--- src/rtl/mem_pkg.sv ---
// Shared memory-operation types for the two-client BRAM arbiter.
// An op is {byte_en, addr, data}; byte_en == 0 means read, otherwise a masked write.
package mem_pkg;
  localparam int REQ_ADDR_WIDTH = 32;
  localparam int REQ_DATA_WIDTH = 32;
  localparam int REQ_BE_WIDTH   = 4;
  localparam int MEM_OP_SIZE    = REQ_BE_WIDTH + REQ_ADDR_WIDTH + REQ_DATA_WIDTH;

  typedef struct packed {
    logic [REQ_BE_WIDTH-1:0]   byte_en;
    logic [REQ_ADDR_WIDTH-1:0] addr;
    logic [REQ_DATA_WIDTH-1:0] data;
  } mem_op_t;

  typedef logic client_id_t;

  localparam client_id_t CLIENT_IF = 1'b0;  // instruction fetch
  localparam client_id_t CLIENT_LS = 1'b1;  // load/store
endpackage

--- src/rtl/mem_arbiter_if.sv ---
// Put/get valid-ready port bundle. The master issues requests and takes responses;
// the slave accepts requests and produces responses.
interface mem_arbiter_if;
  import mem_pkg::*;

  logic    put_valid;
  mem_op_t put_request;
  logic    put_ready;
  logic    get_valid;
  logic    get_ready;
  mem_op_t get_response;

  modport master (
    output put_valid, put_request, get_valid,
    input  put_ready, get_ready, get_response
  );

  modport slave (
    input  put_valid, put_request, get_valid,
    output put_ready, get_ready, get_response
  );
endinterface

--- src/rtl/mem_tag_fifo.sv ---
// Owner-tag FIFO: records which client issued each outstanding memory request.
// Head is read combinationally so the response can be steered in the same cycle.
module mem_tag_fifo
  import mem_pkg::*;
#(
  parameter int DEPTH = 2
) (
  input  logic       clk_i,
  input  logic       rst_ni,
  input  logic       push_i,
  input  client_id_t push_id_i,
  input  logic       pop_i,
  output client_id_t head_o,
  output logic       full_o,
  output logic       empty_o
);
  localparam int PTR_W = (DEPTH > 1) ? $clog2(DEPTH) : 1;
  localparam int CNT_W = $clog2(DEPTH) + 1;

  logic [PTR_W-1:0] wr_ptr_q, wr_ptr_d;
  logic [PTR_W-1:0] rd_ptr_q, rd_ptr_d;
  logic [CNT_W-1:0] count_q, count_d;
  client_id_t       tags_q [DEPTH];
  logic             do_push, do_pop;

  assign full_o  = (count_q == CNT_W'(DEPTH));
  assign empty_o = (count_q == '0);
  assign head_o  = tags_q[rd_ptr_q];

  // A full FIFO refuses a push even when a pop frees a slot in the same cycle.
  assign do_push = push_i && !full_o;
  assign do_pop  = pop_i && !empty_o;

  always_comb begin
    wr_ptr_d = wr_ptr_q;
    rd_ptr_d = rd_ptr_q;
    count_d  = count_q + CNT_W'(do_push) - CNT_W'(do_pop);
    if (do_push) wr_ptr_d = wr_ptr_q + PTR_W'(1);
    if (do_pop)  rd_ptr_d = rd_ptr_q + PTR_W'(1);
  end

  always_ff @(posedge clk_i or negedge rst_ni) begin
    if (!rst_ni) begin
      wr_ptr_q <= '0;
      rd_ptr_q <= '0;
      count_q  <= '0;
      for (int i = 0; i < DEPTH; i++) tags_q[i] <= CLIENT_IF;
    end else begin
      wr_ptr_q <= wr_ptr_d;
      rd_ptr_q <= rd_ptr_d;
      count_q  <= count_d;
      if (do_push) tags_q[wr_ptr_q] <= push_id_i;
    end
  end
endmodule

--- src/rtl/mem_arbiter.sv ---
// Round-robin arbiter sharing one memory port between instruction-fetch and load/store
// clients; responses are steered back in issue order using the owner-tag FIFO.
module mem_arbiter
  import mem_pkg::*;
#(
  parameter int TAG_DEPTH = 2
) (
  input  logic CLK,
  input  logic RST_N,
  mem_arbiter_if.slave  c0_if,
  mem_arbiter_if.slave  c1_if,
  mem_arbiter_if.master mem_if
);
  client_id_t prio_q, prio_d;
  client_id_t head;
  logic       tag_full, tag_empty;
  logic       can_issue, rdy0, rdy1, grant0, grant1;
  logic       head_get_valid, pop;

  mem_tag_fifo #(.DEPTH(TAG_DEPTH)) u_tag_fifo (
    .clk_i    (CLK),
    .rst_ni   (RST_N),
    .push_i   (grant0 || grant1),
    .push_id_i(grant1 ? CLIENT_LS : CLIENT_IF),
    .pop_i    (pop),
    .head_o   (head),
    .full_o   (tag_full),
    .empty_o  (tag_empty)
  );

  // Readies look only at the other client's valid, so no client sees its own valid looped back.
  always_comb begin
    can_issue = RST_N && mem_if.put_ready && !tag_full;
    rdy0      = can_issue && (prio_q == CLIENT_IF || !c1_if.put_valid);
    rdy1      = can_issue && (prio_q == CLIENT_LS || !c0_if.put_valid);
    grant0    = c0_if.put_valid && rdy0;
    grant1    = c1_if.put_valid && rdy1;
    prio_d    = prio_q;
    if (grant0)      prio_d = CLIENT_LS;
    else if (grant1) prio_d = CLIENT_IF;
  end

  always_ff @(posedge CLK or negedge RST_N) begin
    if (!RST_N) prio_q <= CLIENT_IF;
    else        prio_q <= prio_d;
  end

  assign c0_if.put_ready     = rdy0;
  assign c1_if.put_ready     = rdy1;
  assign mem_if.put_valid    = grant0 || grant1;
  assign mem_if.put_request  = grant1 ? c1_if.put_request : c0_if.put_request;

  // Only the head owner may consume; a stalled head blocks later responses on purpose.
  assign head_get_valid      = (head == CLIENT_LS) ? c1_if.get_valid : c0_if.get_valid;
  assign mem_if.get_valid    = RST_N && !tag_empty && head_get_valid;
  assign pop                 = mem_if.get_valid && mem_if.get_ready;

  assign c0_if.get_ready     = RST_N && !tag_empty && (head == CLIENT_IF) && mem_if.get_ready;
  assign c1_if.get_ready     = RST_N && !tag_empty && (head == CLIENT_LS) && mem_if.get_ready;
  assign c0_if.get_response  = mem_if.get_response;
  assign c1_if.get_response  = mem_if.get_response;
endmodule

--- src/flat_wrapper.sv ---
// flat-port wrapper written by rule: the top's interface ports become plain ports
module mem_arbiter_flat import mem_pkg::*;
#(
  parameter int TAG_DEPTH = 2
)
  (CLK, RST_N, c0_if_put_valid, c0_if_put_request, c0_if_get_valid, c0_if_put_ready, c0_if_get_ready, c0_if_get_response, c1_if_put_valid, c1_if_put_request, c1_if_get_valid, c1_if_put_ready, c1_if_get_ready, c1_if_get_response, mem_if_put_valid, mem_if_put_request, mem_if_get_valid, mem_if_put_ready, mem_if_get_ready, mem_if_get_response);
  mem_arbiter_if c0_if_i ();
  mem_arbiter_if c1_if_i ();
  mem_arbiter_if mem_if_i ();
  input  logic CLK;
  input  logic RST_N;
  input wire logic [$bits(c0_if_i.put_valid)-1:0] c0_if_put_valid;
  input wire logic [$bits(c0_if_i.put_request)-1:0] c0_if_put_request;
  input wire logic [$bits(c0_if_i.get_valid)-1:0] c0_if_get_valid;
  output wire logic [$bits(c0_if_i.put_ready)-1:0] c0_if_put_ready;
  output wire logic [$bits(c0_if_i.get_ready)-1:0] c0_if_get_ready;
  output wire logic [$bits(c0_if_i.get_response)-1:0] c0_if_get_response;
  input wire logic [$bits(c1_if_i.put_valid)-1:0] c1_if_put_valid;
  input wire logic [$bits(c1_if_i.put_request)-1:0] c1_if_put_request;
  input wire logic [$bits(c1_if_i.get_valid)-1:0] c1_if_get_valid;
  output wire logic [$bits(c1_if_i.put_ready)-1:0] c1_if_put_ready;
  output wire logic [$bits(c1_if_i.get_ready)-1:0] c1_if_get_ready;
  output wire logic [$bits(c1_if_i.get_response)-1:0] c1_if_get_response;
  output wire logic [$bits(mem_if_i.put_valid)-1:0] mem_if_put_valid;
  output wire logic [$bits(mem_if_i.put_request)-1:0] mem_if_put_request;
  output wire logic [$bits(mem_if_i.get_valid)-1:0] mem_if_get_valid;
  input wire logic [$bits(mem_if_i.put_ready)-1:0] mem_if_put_ready;
  input wire logic [$bits(mem_if_i.get_ready)-1:0] mem_if_get_ready;
  input wire logic [$bits(mem_if_i.get_response)-1:0] mem_if_get_response;
  assign c0_if_i.put_valid = c0_if_put_valid;
  assign c0_if_i.put_request = c0_if_put_request;
  assign c0_if_i.get_valid = c0_if_get_valid;
  assign c0_if_put_ready = c0_if_i.put_ready;
  assign c0_if_get_ready = c0_if_i.get_ready;
  assign c0_if_get_response = c0_if_i.get_response;
  assign c1_if_i.put_valid = c1_if_put_valid;
  assign c1_if_i.put_request = c1_if_put_request;
  assign c1_if_i.get_valid = c1_if_get_valid;
  assign c1_if_put_ready = c1_if_i.put_ready;
  assign c1_if_get_ready = c1_if_i.get_ready;
  assign c1_if_get_response = c1_if_i.get_response;
  assign mem_if_put_valid = mem_if_i.put_valid;
  assign mem_if_put_request = mem_if_i.put_request;
  assign mem_if_get_valid = mem_if_i.get_valid;
  assign mem_if_i.put_ready = mem_if_put_ready;
  assign mem_if_i.get_ready = mem_if_get_ready;
  assign mem_if_i.get_response = mem_if_get_response;
  mem_arbiter #(.TAG_DEPTH(TAG_DEPTH)) u_core (.CLK(CLK), .RST_N(RST_N), .c0_if(c0_if_i), .c1_if(c1_if_i), .mem_if(mem_if_i));
endmodule
--- config.mk ---
export PLATFORM = sky130hd
export DESIGN_NAME = mem_arbiter_flat
export DESIGN_NICKNAME = d
export VERILOG_FILES = /design/src/rtl/mem_pkg.sv /design/src/rtl/mem_arbiter_if.sv /design/src/rtl/mem_tag_fifo.sv /design/src/rtl/mem_arbiter.sv /design/src/flat_wrapper.sv
export SDC_FILE = /design/constraint.sdc
export NUM_CORES = 1
export LEC_CHECK = 0
export CAP_MARGIN = 40
export CELL_PAD_IN_SITES_DETAIL_PLACEMENT = 1
export CELL_PAD_IN_SITES_GLOBAL_PLACEMENT = 1
export CORE_AREA = 2 2 164 166
export CTS_CLUSTER_DIAMETER = 150
export CTS_CLUSTER_SIZE = 16
export DETAILED_ROUTE_END_ITERATION = 8
export DIE_AREA = 0 0 166 168
export DONT_BUFFER_PORTS = 1
export HOLD_SLACK_MARGIN = 0.02
export PLACE_DENSITY_LB_ADDON = 0.1
export SYNTH_ARGS = -nofsm -noshare
export SYNTH_HDL_FRONTEND = slang
export SYNTH_SLANG_ARGS = --single-unit
export TNS_END_PERCENT = 5
--- constraint.sdc ---
create_clock -name CLK -period 3 [get_ports CLK]
set_input_delay 0.6 -clock CLK [delete_from_list [all_inputs] [get_ports CLK]]
set_output_delay 0.6 -clock CLK [all_outputs]
set_load 0.05 [all_outputs]
# Word level (Yosys, flattened, before mapping)
# Cells that the tools add are included.
[classes]
n_eq_ne = 1
addsub = 4
n_lt_le_gt_ge = 3
n_mux = 11
reduce_logical = 25
n_bitwise = 4
[op_table]
columns = ["op", "count"]
rows = [
  ["$mux W68", 1],
  ["$logic_and A1 B1 Y1", 16],
  ["$mux W1", 8],
  ["$ge A2 B2 Y1 const B", 2],
  ["$logic_not A1 Y1", 4],
  ["$not A1 Y2", 2],
  ["$logic_or A1 B1 Y1", 3],
  ["$add A1 B1 Y1 const B", 2],
  ["$add A2 B1 Y2", 1],
  ["$bwmux W2", 1],
  ["$eq A2 B2 Y1 const B", 1],
  ["$logic_not A2 Y1", 1],
  ["$lt A2 B1 Y1 const B", 1],
  ["$not A1 Y1", 2],
  ["$reduce_bool A2 Y1", 1],
  ["$sub A2 B1 Y2", 1],
  ["$demux W1 S1", 1],
]
[totals]
inputBits = 212
wordCells = 54
reg_bits = 7
output_inout_bits = 210

# Depth between registers and ports, before layout
[depth]
word_depth = 9
depth_mapped = 9
mapped_depth_nobuf = 8

# By module
# Synthesis repeated with hierarchy kept, for this count alone.
[hier_totals]
cells_unflattened = 248
area_unflattened_um2 = 2304.7
[by_module_without_submodules]
columns = ["module", "seq_area_each_um2", "area_per_inst_um2", "cells_each", "n_inst"]
rows = [
  ["mem_arbiter", 25.0, 2015.7, 225, 1],
  ["mem_tag_fifo", 150.1, 289.0, 23, 1],
]

# Worst setup path after synthesis
# Ideal clock, no wire load.
[synth_timing]
path_kind = "input port to output port"
from = "input mem_if_put_ready"
to = "output c0_if_put_ready"
path_buffers = 1
arrival_time_ns = 1.683
required_time_ns = 2.400
setup_slack_ns = 0.717
stages = 4
path_cell_list = "and2_1 -> buf_4 -> nand2_1 -> a21oi_1"
[synth_between]
elab_chain_cells = 3
[synth_lines]
columns = ["item", "line", "text"]
rows = [
  ["start: declaration", "flat_wrapper.sv:27", "input wire logic [$bits(mem_if_i.put_ready)-1:0] mem_if_put_ready;"],
  ["$logic_and A1 B1 Y1 (2 in series)", "mem_arbiter.sv:33", "can_issue = RST_N && mem_if.put_ready && !tag_full;"],
  ["$logic_and A1 B1 Y1", "mem_arbiter.sv:34", "rdy0 = can_issue && (prio_q == CLIENT_IF || !c1_if.put_valid);"],
  ["end: declaration", "flat_wrapper.sv:15", "output wire logic [$bits(c0_if_i.put_ready)-1:0] c0_if_put_ready;"],
]
# No other way between the ends.

# Worst setup path in the final report
[layout_timing]
from = "register u_core.u_tag_fifo.count_q[1]"
to = "output mem_if_put_request[1]"
[layout_between]
elab_chain_cells = 6
[layout_lines]
columns = ["item", "line", "text"]
rows = [
  ["start: declaration", "mem_tag_fifo.sv:22", "logic [CNT_W-1:0] count_q, count_d;"],
  ["start signal: assignment", "mem_tag_fifo.sv:51", "count_q <= count_d;"],
  ["$eq A2 B2 Y1", "mem_tag_fifo.sv:26", "assign full_o = (count_q == CNT_W'(DEPTH));"],
  ["$logic_not A1 Y1", "mem_arbiter.sv:33", ""],
  ["$logic_and A1 B1 Y1", "mem_arbiter.sv:33", ""],
  ["$logic_and A1 B1 Y1", "mem_arbiter.sv:35", "rdy1 = can_issue && (prio_q == CLIENT_LS || !c0_if.put_valid);"],
  ["$logic_and A1 B1 Y1", "mem_arbiter.sv:37", "grant1 = c1_if.put_valid && rdy1;"],
  ["$mux W68", "mem_arbiter.sv:51", "assign mem_if.put_request = grant1 ? c1_if.put_request : c0_if.put_request;"],
  ["end: declaration", "flat_wrapper.sv:25", "output wire logic [$bits(mem_if_i.put_request)-1:0] mem_if_put_request;"],
]
# No other way between the ends.

==> flow_metrics.env <==
export IMPL_status="complete, no violations"
export IMPL_finalSetupViolCount=0
export IMPL_cts_tree="built"
export IMPL_cts_setup_buffers=0
export IMPL_syn_avg_cell_area_um2=9.28
export IMPL_synthToLayoutAreaGrowth_pct=-21.3
export IMPL_synth_top_area_cell="buf_4"
export IMPL_power_leakage_uw=0.000691
export IMPL_synthTopCellsByArea="buf_4 44%, mux2_2 22%, mux2_4 12%, dfrtp_1 7.3%, a41oi_1 1.5%"
export IMPL_first_pass_iters=4
export IMPL_ir_drop_mv=0.263
export IMPL_grt_usage=0.0396
export IMPL_r2r_slack_ns=0.91
export IMPL_hpwl_mm=5.79
export IMPL_period_needed_ns=2.67
export IMPL_startpoint_type="flop"
export IMPL_slowest_delay_ns=0.51
export IMPL_critPathKind="reg -> out"
export IMPL_syn_inst=259
export IMPL_grt_overflow=0
export IMPL_grt_max_degree=47
export IMPL_reg2reg_depth=8
export IMPL_clk_latency_ns=0.23
export IMPL_synth_seq_cells=7
export IMPL_p_per_area_mw_per_mm2=643
export IMPL_drt_met1_wl_mm=2.16
export IMPL_dieArea_mm2=0.0279
export IMPL_place_gp_congestion=0.655
export IMPL_ys_async_sr_fraction=1.00
export IMPL_worst_slew_pin_slew_ns=0.532
export IMPL_finClkSkew_ns=0.000696
export IMPL_drcViolationCount=0
export IMPL_cts_max_level=1
export IMPL_vias=1191
export IMPL_yosysMostFrequentCell="buf_4"
export IMPL_die_w_um=166
export IMPL_io_buffers=0
export IMPL_ctsHoldBuffers=0
export IMPL_whs_ns=0.0682
export IMPL_synth_edf_count=0
export IMPL_clkTransAtPathRegs_ns=0.04
export IMPL_coreArea_mm2=0.0264
export IMPL_setup_tns_final_ns=0
export IMPL_rows=60
export IMPL_grt_pass1_vias=1262
export IMPL_hold_viol=0
export IMPL_nNetsFinal=343
export IMPL_synth_seq_area_share=0.0728
export IMPL_rsz0062_at_grt="no"
export IMPL_rr_endpoint="u_core.u_tag_fifo.count_q[1]"
export IMPL_synth_top_area_frac=0.440
export IMPL_netlist_area_mm2=0.00240
export IMPL_synth_nets=473
export IMPL_via_per_inst=2.53
export IMPL_yosysUniqueCellTypes=29
export IMPL_fin_crit_sh=0.891
export IMPL_fmax_ghz=0.374
export IMPL_topRoutingLayerUsed="met4"
export IMPL_crit_path_max_fanout=46
export IMPL_drive_above_1_share=0.641
export IMPL_crit_chain="or2b_4 -> nand4_4 -> buf_12 -> mux2_2"
export IMPL_crit_required_ns=2.40
export IMPL_grt_pass1_wl_mm=8.29
export IMPL_routed_wl_mm=6.58
export IMPL_maxCapViolCount=0
export IMPL_critPathLaunch="u_core.u_tag_fifo.count_q[1]"
export IMPL_ant_nets=0
export IMPL_yosysWarnings=0
export IMPL_wl_met3_mm=1.11
export IMPL_clkSinkCount=7
export IMPL_worstHoldPathType="in -> async"
export IMPL_antenna_found_initial=1
export IMPL_r2r_start="u_core.u_tag_fifo.rd_ptr_q"
export IMPL_end_kind="output pin"
export IMPL_num_fill_cells=3099
export IMPL_drv_slew=0
export IMPL_arrival_ns=2.07
export IMPL_drt_initial_drc_count=30
export IMPL_numCtsBuffers=3
export IMPL_start_util=0.0913
export IMPL_synth_top_cells_by_count="141 x buf_4, 48 x mux2_2, 20 x mux2_4"
export IMPL_root_buffer="clkbuf_16"
export IMPL_cp_slowest_cell="mux2_2"
export IMPL_drt_wirelength_per_cell_um=14.0
export IMPL_synth_ff_type="dfrtp_1"
export IMPL_io_pins=422
export IMPL_met2_length_mm=2.91
export IMPL_maxSlewHeadroom=0.644
export IMPL_post_cts_resized=0
export IMPL_cts_path_max_buffers=2
export IMPL_chipHeight_um=168
[worst max-delay path: cells and delay by family, from the launching register on]
family	cells	cell delay, ns
buffers and inverters	1	0.30
flip-flops	1	0.38
multiplexers	1	0.51
AND/OR/NAND/NOR	2	0.62
[through the flow]
stage | instances | util | total power [uW] | setup slack [ns] | cell area, um2
after global placement | 465 | 0.0688 | 1020 | 0.474 | 1810
after floorplan | 259 | - | 1390 | 0.717 | 2400
after detailed placement | 465 | 0.0688 | 1000 | 0.462 | 1810
final | 470 | 0.0718 | 1220 | 0.327 | 1890
after global routing | 469 | 0.0717 | 1290 | 0.218 | 1890
after CTS | 469 | 0.0717 | 1240 | 0.290 | 1890
[cell usage in the layout, fill, tap and decap left out, types with 2 or more instances in the layout]
master	count
xnor2_1	3
nand2_1	3
a41oi_1	4
nor2_1	3
mux2i_1	2
a21oi_1	2
mux2_4	20
inv_1	5
mux2_2	48
ha_1	2
dfrtp_1	7
and2_1	2
clkbuf_16	3
buf_4	8
[power breakdown]
part,total [uW],switching [uW],leakage (uW),internal [uW]
registers,192,48.4,0.0000809,143
clock network,226,49.2,0.0000382,177
logic,800,566,0.000572,234
total,1220,663,0.000691,555
[cell type report]
type	instances	area [um2]	share of cell area
inverters	5	18.8	0.00991
diodes	1	2.50	0.00132
clock buffers	4	78.8	0.0416
flip-flops and latches	7	175	0.0925
well taps	341	427	0.225
multi-input cells	103	1110	0.587
repair buffers	9	80.1	0.0423
[logic make-up after synthesis]
family	synth area share
XOR/XNOR	0.0109
buffers and inverters	0.465
multiplexers	0.358
flip-flops	0.0728
AO/OA/AOI/OAI	0.0333
adder cells (fa/ha/maj)	0.0104
AND/OR/NAND/NOR	0.0494
[state kept, by name, indices dropped and copies added, names as in the netlist]
register                    flops
u_core.u_tag_fifo.count_q       2
u_core.prio_q                   1
u_core.u_tag_fifo.rd_ptr_q      1
u_core.u_tag_fifo.tags_q        2
u_core.u_tag_fifo.wr_ptr_q      1
[routing by layer]
layer	GRT usage	vias to the layer above
met3	0.0240	47
met1	0.0417	521
li1	-	477
met5	0	-
met2	0.0572	146
met4	0.0310	0
[how the worst max path moves through the flow]
stage	to	slack, ns	cells past startpoint
2_1_floorplan	c0_if_put_ready	0.72	4
3_3_place_gp	mem_if_put_request[1]	0.47	4
3_5_place_dp	mem_if_put_request[1]	0.46	4
4_1_cts	mem_if_put_request[1]	0.29	4
5_1_grt	mem_if_put_request[1]	0.22	4
6_report	mem_if_put_request[1]	0.33	4
No activity file was read; power rests on OpenSTA's default activity.
